File: config.mk
export PLATFORM = sky130hd
export DESIGN_NAME = pc_unit
export DESIGN_NICKNAME = d
export VERILOG_FILES = /design/src/rtl/pc_pkg.sv /design/src/rtl/next_pc_calc.sv /design/src/rtl/pc_unit.sv
export SDC_FILE = /design/constraint.sdc
export NUM_CORES = 1
export LEC_CHECK = 0
export ABC_AREA = 1
export CAP_MARGIN = 10
export CORE_UTILIZATION = 40
export DETAILED_ROUTE_END_ITERATION = 10
export PLACE_DENSITY = 0.71
export SLEW_MARGIN = 20
export SYNTH_ARGS = -nofsm -noshare
export SYNTH_HDL_FRONTEND = slang
export SYNTH_SLANG_ARGS = --single-unit
File: constraint.sdc
create_clock -name clk -period 2.5 [get_ports clk]
set_input_delay 0.5 -clock clk [delete_from_list [all_inputs] [get_ports clk]]
set_output_delay 0.5 -clock clk [all_outputs]
set_load 0.01 [all_outputs]
File: src/rtl/pc_pkg.sv
// pc_pkg: shared definitions for the program-counter unit.
//   state_t          - control FSM states (RUN / HALTED / ERROR)
//   PC_STEP          - sequential PC increment in bytes
//   DEFAULT_RESET_PC - default PC loaded on reset
package pc_pkg;

  typedef enum logic [1:0] {
    ST_RUN    = 2'd0,
    ST_HALTED = 2'd1,
    ST_ERROR  = 2'd2
  } state_t;

  localparam logic [31:0] PC_STEP          = 32'd4;
  localparam logic [31:0] DEFAULT_RESET_PC = 32'h0000_0000;

endpackage

File: src/rtl/next_pc_calc.sv
// next_pc_calc: combinational next-PC selection and alignment check.
//   pc         in  current PC
//   alu_out    in  ALU result; bit 0 = branch condition, word = jump target
//   br_imm     in  signed branch offset in words
//   is_br      in  conditional branch
//   is_jal     in  jump-and-link
//   pc_plus4   out pc + 4 (link value / sequential target)
//   target     out selected target: jal > taken branch > sequential
//   redirect   out jal or taken-branch path selected
//   misaligned out target[1:0] != 0
module next_pc_calc
  import pc_pkg::*;
(
  input  logic [31:0] pc,
  input  logic [31:0] alu_out,
  input  logic [31:0] br_imm,
  input  logic        is_br,
  input  logic        is_jal,
  output logic [31:0] pc_plus4,
  output logic [31:0] target,
  output logic        redirect,
  output logic        misaligned
);

  logic [31:0] br_target;

  // All arithmetic wraps modulo 2^32; the 32-bit result width truncates.
  assign pc_plus4  = pc + PC_STEP;
  assign br_target = pc_plus4 + (br_imm << 2);

  always_comb begin
    target   = pc_plus4;
    redirect = 1'b0;
    if (is_jal) begin
      target   = alu_out;
      redirect = 1'b1;
    end else if (is_br && alu_out[0]) begin
      target   = br_target;
      redirect = 1'b1;
    end
  end

  assign misaligned = |target[1:0];

endmodule

File: src/rtl/pc_unit.sv
// pc_unit: program counter with RUN/HALTED/ERROR control FSM.
//   clk          in  rising-edge clock
//   reset        in  synchronous active-high reset
//   alu_out      in  branch condition (bit 0) / jump target
//   is_br        in  conditional branch
//   is_jal       in  jump-and-link
//   br_imm       in  signed branch offset in words
//   stall        in  hold PC this cycle (beats halt and error detection)
//   halt_req     in  HALT instruction
//   pc           out registered current PC
//   pc_plus4     out pc + 4 (combinational)
//   taken        out redirect selected this cycle (combinational)
//   halted       out FSM in HALTED
//   misalign_err out FSM in ERROR
//   retired      out number of PC advances since reset (wraps)
module pc_unit
  import pc_pkg::*;
#(
  parameter logic [31:0] RESET_PC = DEFAULT_RESET_PC
) (
  input  logic        clk,
  input  logic        reset,
  input  logic [31:0] alu_out,
  input  logic        is_br,
  input  logic        is_jal,
  input  logic [31:0] br_imm,
  input  logic        stall,
  input  logic        halt_req,
  output logic [31:0] pc,
  output logic [31:0] pc_plus4,
  output logic        taken,
  output logic        halted,
  output logic        misalign_err,
  output logic [31:0] retired
);

  state_t      state, state_nxt;
  logic [31:0] target;
  logic        redirect, misaligned;
  logic        active;
  logic        load;

  next_pc_calc u_calc (
    .pc         (pc),
    .alu_out    (alu_out),
    .br_imm     (br_imm),
    .is_br      (is_br),
    .is_jal     (is_jal),
    .pc_plus4   (pc_plus4),
    .target     (target),
    .redirect   (redirect),
    .misaligned (misaligned)
  );

  // RUN with neither stall nor halt: the only case where a target is acted on.
  assign active = (state == ST_RUN) && !stall && !halt_req;

  // State register.
  always_ff @(posedge clk) begin
    if (reset) state <= ST_RUN;
    else       state <= state_nxt;
  end

  // Next-state logic; HALTED and ERROR only leave through reset.
  always_comb begin
    state_nxt = state;
    if (state == ST_RUN && !stall) begin
      if (halt_req)        state_nxt = ST_HALTED;
      else if (misaligned) state_nxt = ST_ERROR;
    end
  end

  // Outputs. Status flags are forced low while reset is asserted so the
  // previous state is not visible during the reset cycle.
  always_comb begin
    load         = active && !misaligned;
    taken        = !reset && active && redirect;
    halted       = !reset && (state == ST_HALTED);
    misalign_err = !reset && (state == ST_ERROR);
  end

  // PC register and retire counter; reset discards any pending redirect.
  always_ff @(posedge clk) begin
    if (reset) begin
      pc      <= RESET_PC;
      retired <= 32'd0;
    end else if (load) begin
      pc      <= target;
      retired <= retired + 32'd1;
    end
  end

endmodule

==> flow_summary.toml, run 1 <==
[cts]
root_buffer = "clkbuf_16"
cts.clk_slew.worst_paths_ps = 50
numCtsBuffers = 9
clock_sinks = 66
clk_latency_ps = 330
clock_path_buffers = 2
htreeDepth = 3
cts_tree = "done"

[sta]
tightestPinTransition_ps = 567
fin_skew_ps = 6.76
finalSetupTns_ps = -5850
fmax_mhz = 351
slew_viol_final = 0
timing.final.crit_share_pct = 114
min_period_ps = 2850
setup_ws_ps = -346
grt_setup_unrepaired = "yes"
slew-limit-headroom_pct = 62.2
setup_viol = 28
hold_viol = 0

[synth]
synth-simple-area-share_pct = 42.9
synthMuxAreaShare_pct = 0
synth_area_leaders = "nand2_1 22%, dfxtp_1 20%, inv_1 8.2%"
syn_inst = 1143
syn_nets = 1251
ys_ff_latch = 66
netlist_area_sq_um = 6520
synth_top_family_by_area = "simple AND/OR/NAND/NOR gates"
yosys.area_share.adder_pct = 7.41
synth_xor_area_share_pct = 6.05
netlist.area_leader.share_pct = 21.7
syn_area_per_cell_sq_um = 5.70
synth_top_area_cell = "nand2_1"
yosysSeqAreaShare_pct = 20.3
synth_cell_types = 43
synth-compound-area-share_pct = 13.1
ys_warn_count = 0

[floorplan]
fp-row-count = 46
io_pins = 169
start_util_pct = 41.0
dieWidth_microns = 130
design.core.area_sq_um = 15900
die_area_sq_um = 16800
dieHeight_microns = 130

[layout]
final_cell_mix = "306 x nand2_1, 216 x buf_4, 138 x clkdlybuf4s50_1"
final_common_cell = "nand2_1"
drive_gt1_share_pct = 35.4
diodes = 0
nFillCells = 1229
nets = 1624
area_growth_pct = 79.4

[drt]
post-route-drc-count = 0
vias = 9072
drtIter0Drc = 693
routedLengthMet1_microns = 11400
drtAntennaViolNets = 0
dr.pass1.iters = 5
wl_met2_microns = 13900
top_layer = "met4"
routed_wl_microns = 28600
post_drt_wl_per_cell_microns = 16.4
wl_met3_microns = 2370
viasPerCell = 5.22

[placement]
portBuffers = 166
preCtsSetupSlack_ps = -484
routabilityCongestion = 0.960
place.detailed.hpwl_microns = 20300

[outcome]
outcome = "finished, violations left"
violations = "setup timing"

[worst_setup_path]
critPathMaxFanout = 3
required_ps = 2690
start_kind = "flop"
crit_arrival_ps = 3040
crit_path_end_kind = "flop"
path_class = "reg2reg"

[pwr]
ir_drop_uv = 339
powerDensity_nw_per_um2 = 311
p_leak_uw = 0.00532

[grt]
grt_pass1_vias = 8414
grt_max_degree = 46
grt_pass1_wl_microns = 42000
grt_overflow = 0
antenna_found_initial = 0
grt_use_total_pct = 32.4

[min_path]
hold_path.class = "reg2reg"

[run]
cap_violations = 0
## sequential cells by signal, indices dropped and copies added, names as in the netlist
signal,cells
retired,32
state,2
pc,32
## per-layer routing
metal,track usage (%),vias to the layer above
met1,40.3,4188
met4,11.2,0
met2,56.7,422
met3,4.91,70
li1,-,4392
met5,0,-
## worst max-delay path: stages (launching register included)
cell	delay, ps
dfxtp_4	370
ha_4	150
nand2_4	50
nor2_4	100
nand2_2	90
inv_4	100
nand2_4	90
nor2_4	150
xor2_4	240
ha_4	250
nand2_2	100
inv_2	40
nand2_1	60
nand2_2	90
buf_6	130
a21oi_4	160
nand2b_4	170
nand3_2	70
nand2_1	90
nand3_2	90
nand3_2	70
a21oi_1	50
## power breakdown
| part | total, uW | internal (uW) | switching, uW |
|---|---|---|---|
| logic | 1280 | 617 | 659 |
| clock network | 1260 | 806 | 454 |
| registers | 1100 | 1080 | 28.1 |
| total | 3640 | 2500 | 1140 |
## cells in the mapped netlist
master,n
o221ai_1,1
and2_1,6
buf_2,7
nor3b_2,1
o211ai_1,4
o21ai_0,47
nor3_4,1
o31ai_2,1
a31oi_1,1
xnor2_1,15
nor3b_1,2
nand3b_1,4
nand2b_1,1
nand2_2,5
ha_1,37
and3_1,2
nor2_4,2
a211oi_1,2
buf_1,1
nor3_2,2
o21bai_1,8
nand4_4,1
nor2_2,5
clkinv_2,1
nand3_2,1
a21oi_1,92
dfxtp_1,66
fa_1,1
buf_4,2
or2_2,1
nand2_1,376
nor4_1,4
nor2_1,136
nor3_1,28
o22ai_1,2
nand4_1,17
inv_1,142
nand3_1,65
xor2_1,30
clkbuf_1,19
or2_1,1
inv_2,1
a21o_1,2
## path summary, 6_finish.rpt
path,start,endpoint,slack (ps),depth (start not counted)
max,pc[3],pc[27],-350,21
min,pc[1],pc[1],490,2
max reg2reg,pc[3],pc[27],-350,21
min reg2reg,pc[1],pc[1],490,2
## logic make-up after synthesis
family,Yosys count
AND/OR/NAND/NOR,661
buffers and inverters,173
AO/OA/AOI/OAI,160
flip-flops,66
XOR/XNOR,45
adder cells (fa/ha/maj),38
## timing repair
action	CTS	global route
pin swaps	91	95
endpoints found under the setup margin	51	39
setup buffers	40	16
resized for setup	240	137
hold buffers	0	0
## metrics by stage
step,area [sq um],cells,hold WS (ps),util [%],total power [uW]
finish,11700,1737,490,73.6,3640
global route,11700,1737,520,73.6,3780
CTS,11100,1721,495,70.0,3520
detailed placement,9850,1667,485,62.0,2120
global placement,9850,1667,479,62.0,2120
floorplan,6760,1143,478,-,1590
## cell type report
class	count	area [sq um]	share of cell area, %
flip-flops and latches	66	1350	11.6
clock inverters	1	5.00	0.0428
clock buffers	15	298	2.55
well taps	216	270	2.31
inverters	144	547	4.68
repair buffers	391	3320	28.4
multi-input cells	904	5900	50.4
Note: power is estimated with default switching activity, not from simulation.
==> run 2: changes to the inputs <==
--- a/config.mk
+++ b/config.mk
@@ -9,7 +9,7 @@
 export CAP_MARGIN = 10
 export CORE_UTILIZATION = 40
 export DETAILED_ROUTE_END_ITERATION = 10
-export PLACE_DENSITY = 0.71
+export PLACE_DENSITY = 0.69
 export SLEW_MARGIN = 20
 export SYNTH_ARGS = -nofsm -noshare
 export SYNTH_HDL_FRONTEND = slang
==> constraint.sdc (replaced) <==
create_clock -name clk -period 3.05 [get_ports clk]
set_input_delay 0.61 -clock clk [delete_from_list [all_inputs] [get_ports clk]]
set_output_delay 0.61 -clock clk [all_outputs]
set_load 0.01 [all_outputs]
==> run 2 against run 1 <==
  * The flow now finishes without violations
  * Non-clock buffer count is 121 lower
  * Largest power group is now clock
  * Clock power fell by 10%
  * Critical path depth fell by 10
==> flow_summary.toml, run 2 (synthesized netlist as in run 1, its figures left out) <==
[floorplan]
io_pins = 169
die_area_sq_um = 16800
design.core.area_sq_um = 15900
dieWidth_microns = 130
fp-row-count = 46
start_util_pct = 41.0
dieHeight_microns = 130

[layout]
largest_registers = "pc (32), retired (32), state (2)"
area_growth_pct = 51.6
drive_gt1_share_pct = 16.3
nets = 1503
final_cell_mix = "361 x nand2_1, 162 x clkdlybuf4s50_1, 138 x inv_1"
final_util_pct = 62.2
diodes = 0
final_common_cell = "nand2_1"
stdcell_count = 1615

[drt]
drtAntennaViolNets = 0
wl_met2_microns = 11800
dr.pass1.iters = 5
drtIter0Drc = 670
top_layer = "met4"
routed_wl_microns = 25400
viasPerCell = 5.02
vias = 8109
routedLengthMet1_microns = 11700
wl_met3_microns = 1340
post_drt_wl_per_cell_microns = 15.7
post-route-drc-count = 0

[pwr]
p_leak_uw = 0.00435
power_uw = 2840
powerDensity_nw_per_um2 = 287
ir_drop_uv = 286

[sta]
grt_setup_unrepaired = "yes"
min_period_ps = 2950
slew_viol_final = 0
fin_skew_ps = 6.25
timing.final.crit_share_pct = 96.7
hold_viol = 0
tightestPinTransition_ps = 521
setup_viol = 0
holdWs_ps = 494
slew-limit-headroom_pct = 65.1
fmax_mhz = 339

[run]
cap_violations = 0

[grt]
grt_use_total_pct = 30.0
grt_pass1_wl_microns = 38500
antenna_found_initial = 0
grt_max_degree = 44
grt_overflow = 0
grt_pass1_vias = 7409

[worst_setup_path]
cp-endpoint = "pc_plus4[20]"
rr_worst_depth = 19
critPathMaxFanout = 3
critPathLaunch = "pc[2]"
start_kind = "flop"
r2r-end = "pc[17]"
crit_arrival_ps = 2340
path_class = "reg2out"
required_ps = 2440
reg2reg_from = "pc[4]"
crit_path_end_kind = "output pin"
rrSetupSlack_ps = 140

[placement]
routabilityCongestion = 0.891
dp.cells = 1594
place.detailed.hpwl_microns = 20300
portBuffers = 166

[cts]
root_buffer = "clkbuf_16"
postCtsHoldBufs = 0
htreeDepth = 3
clock_path_buffers = 2
clk_latency_ps = 330
clock_sinks = 66
numCtsBuffers = 9
cts.clk_slew.worst_paths_ps = 60
cts_tree = "done"

[min_path]
hold_path.class = "reg2reg"

[outcome]
outcome = "finished clean"
-- run 2: changes by cell type in the layout (fill, tap and decap cells not counted), sizes merged, moves of 2 or more --
cell	before	now
clkbuf	22	13
dlygate4sd2	9	2
bufinv	0	2
clkdlybuf4s50	138	162
buf	235	105
-- run 2: layer usage --
layer / vias up / track usage [%]
met5: - / 0
met4: 0 / 8.89
met3: 30 / 3.88
met2: 222 / 50.8
met1: 3703 / 39.6
li1: 4154 / -
-- run 2: critical path, stage by stage (launching register included) --
cell             delay [ps]
dfxtp_4                 360
ha_4                    130
nand2_2                  70
nor2_4                   90
nand2_2                  70
inv_2                    80
buf_4                   120
nand4_1                 110
xor2_1                  200
inv_2                   100
buf_4                   130
clkdlybuf4s50_1         530
-- run 2: power breakdown --
part / internal (uW) / switching, uW
clock: 756 / 375
combinational: 377 / 424
sequential: 883 / 22.0
-- run 2: worst min-delay path by stage --
stage               cells after the start     start       end  slack [ps]
floorplan                               2  state[1]  state[1]         480
detailed placement                      2     pc[0]     pc[0]         480
finish                                  2     pc[0]     pc[0]         490
global route                            2     pc[1]     pc[1]         520
CTS                                     2     pc[0]     pc[0]         490
global placement                        2     pc[0]     pc[0]         470
-- run 2: layout make-up --
class	instances	area [sq um]
Tap cell	216	270
Clock inverter	2	60.1
Timing Repair Buffer	270	2440
Fill cell	1577	6000
Multi-Input combinational cell	904	4980
Inverter	144	542
Sequential cell	66	1340
Clock buffer	13	260
-- run 2: stage by stage --
step	setup WS, ps	TNS (ps)	area, sq um
final	101	0	9880
after floorplan	232	0	6520
after global placement	-12.7	-24.9	9060
after CTS	0.266	0	9440
after global routing	-58.3	-322	9880
after detailed placement	-81.3	-245	9060
-- run 2: timing repair --
action / CTS / global route
buffers inserted: 1 / 5
gates resized for setup: 16 / 96
pin swaps: 2 / 23
endpoints found under the setup margin: 17 / 39
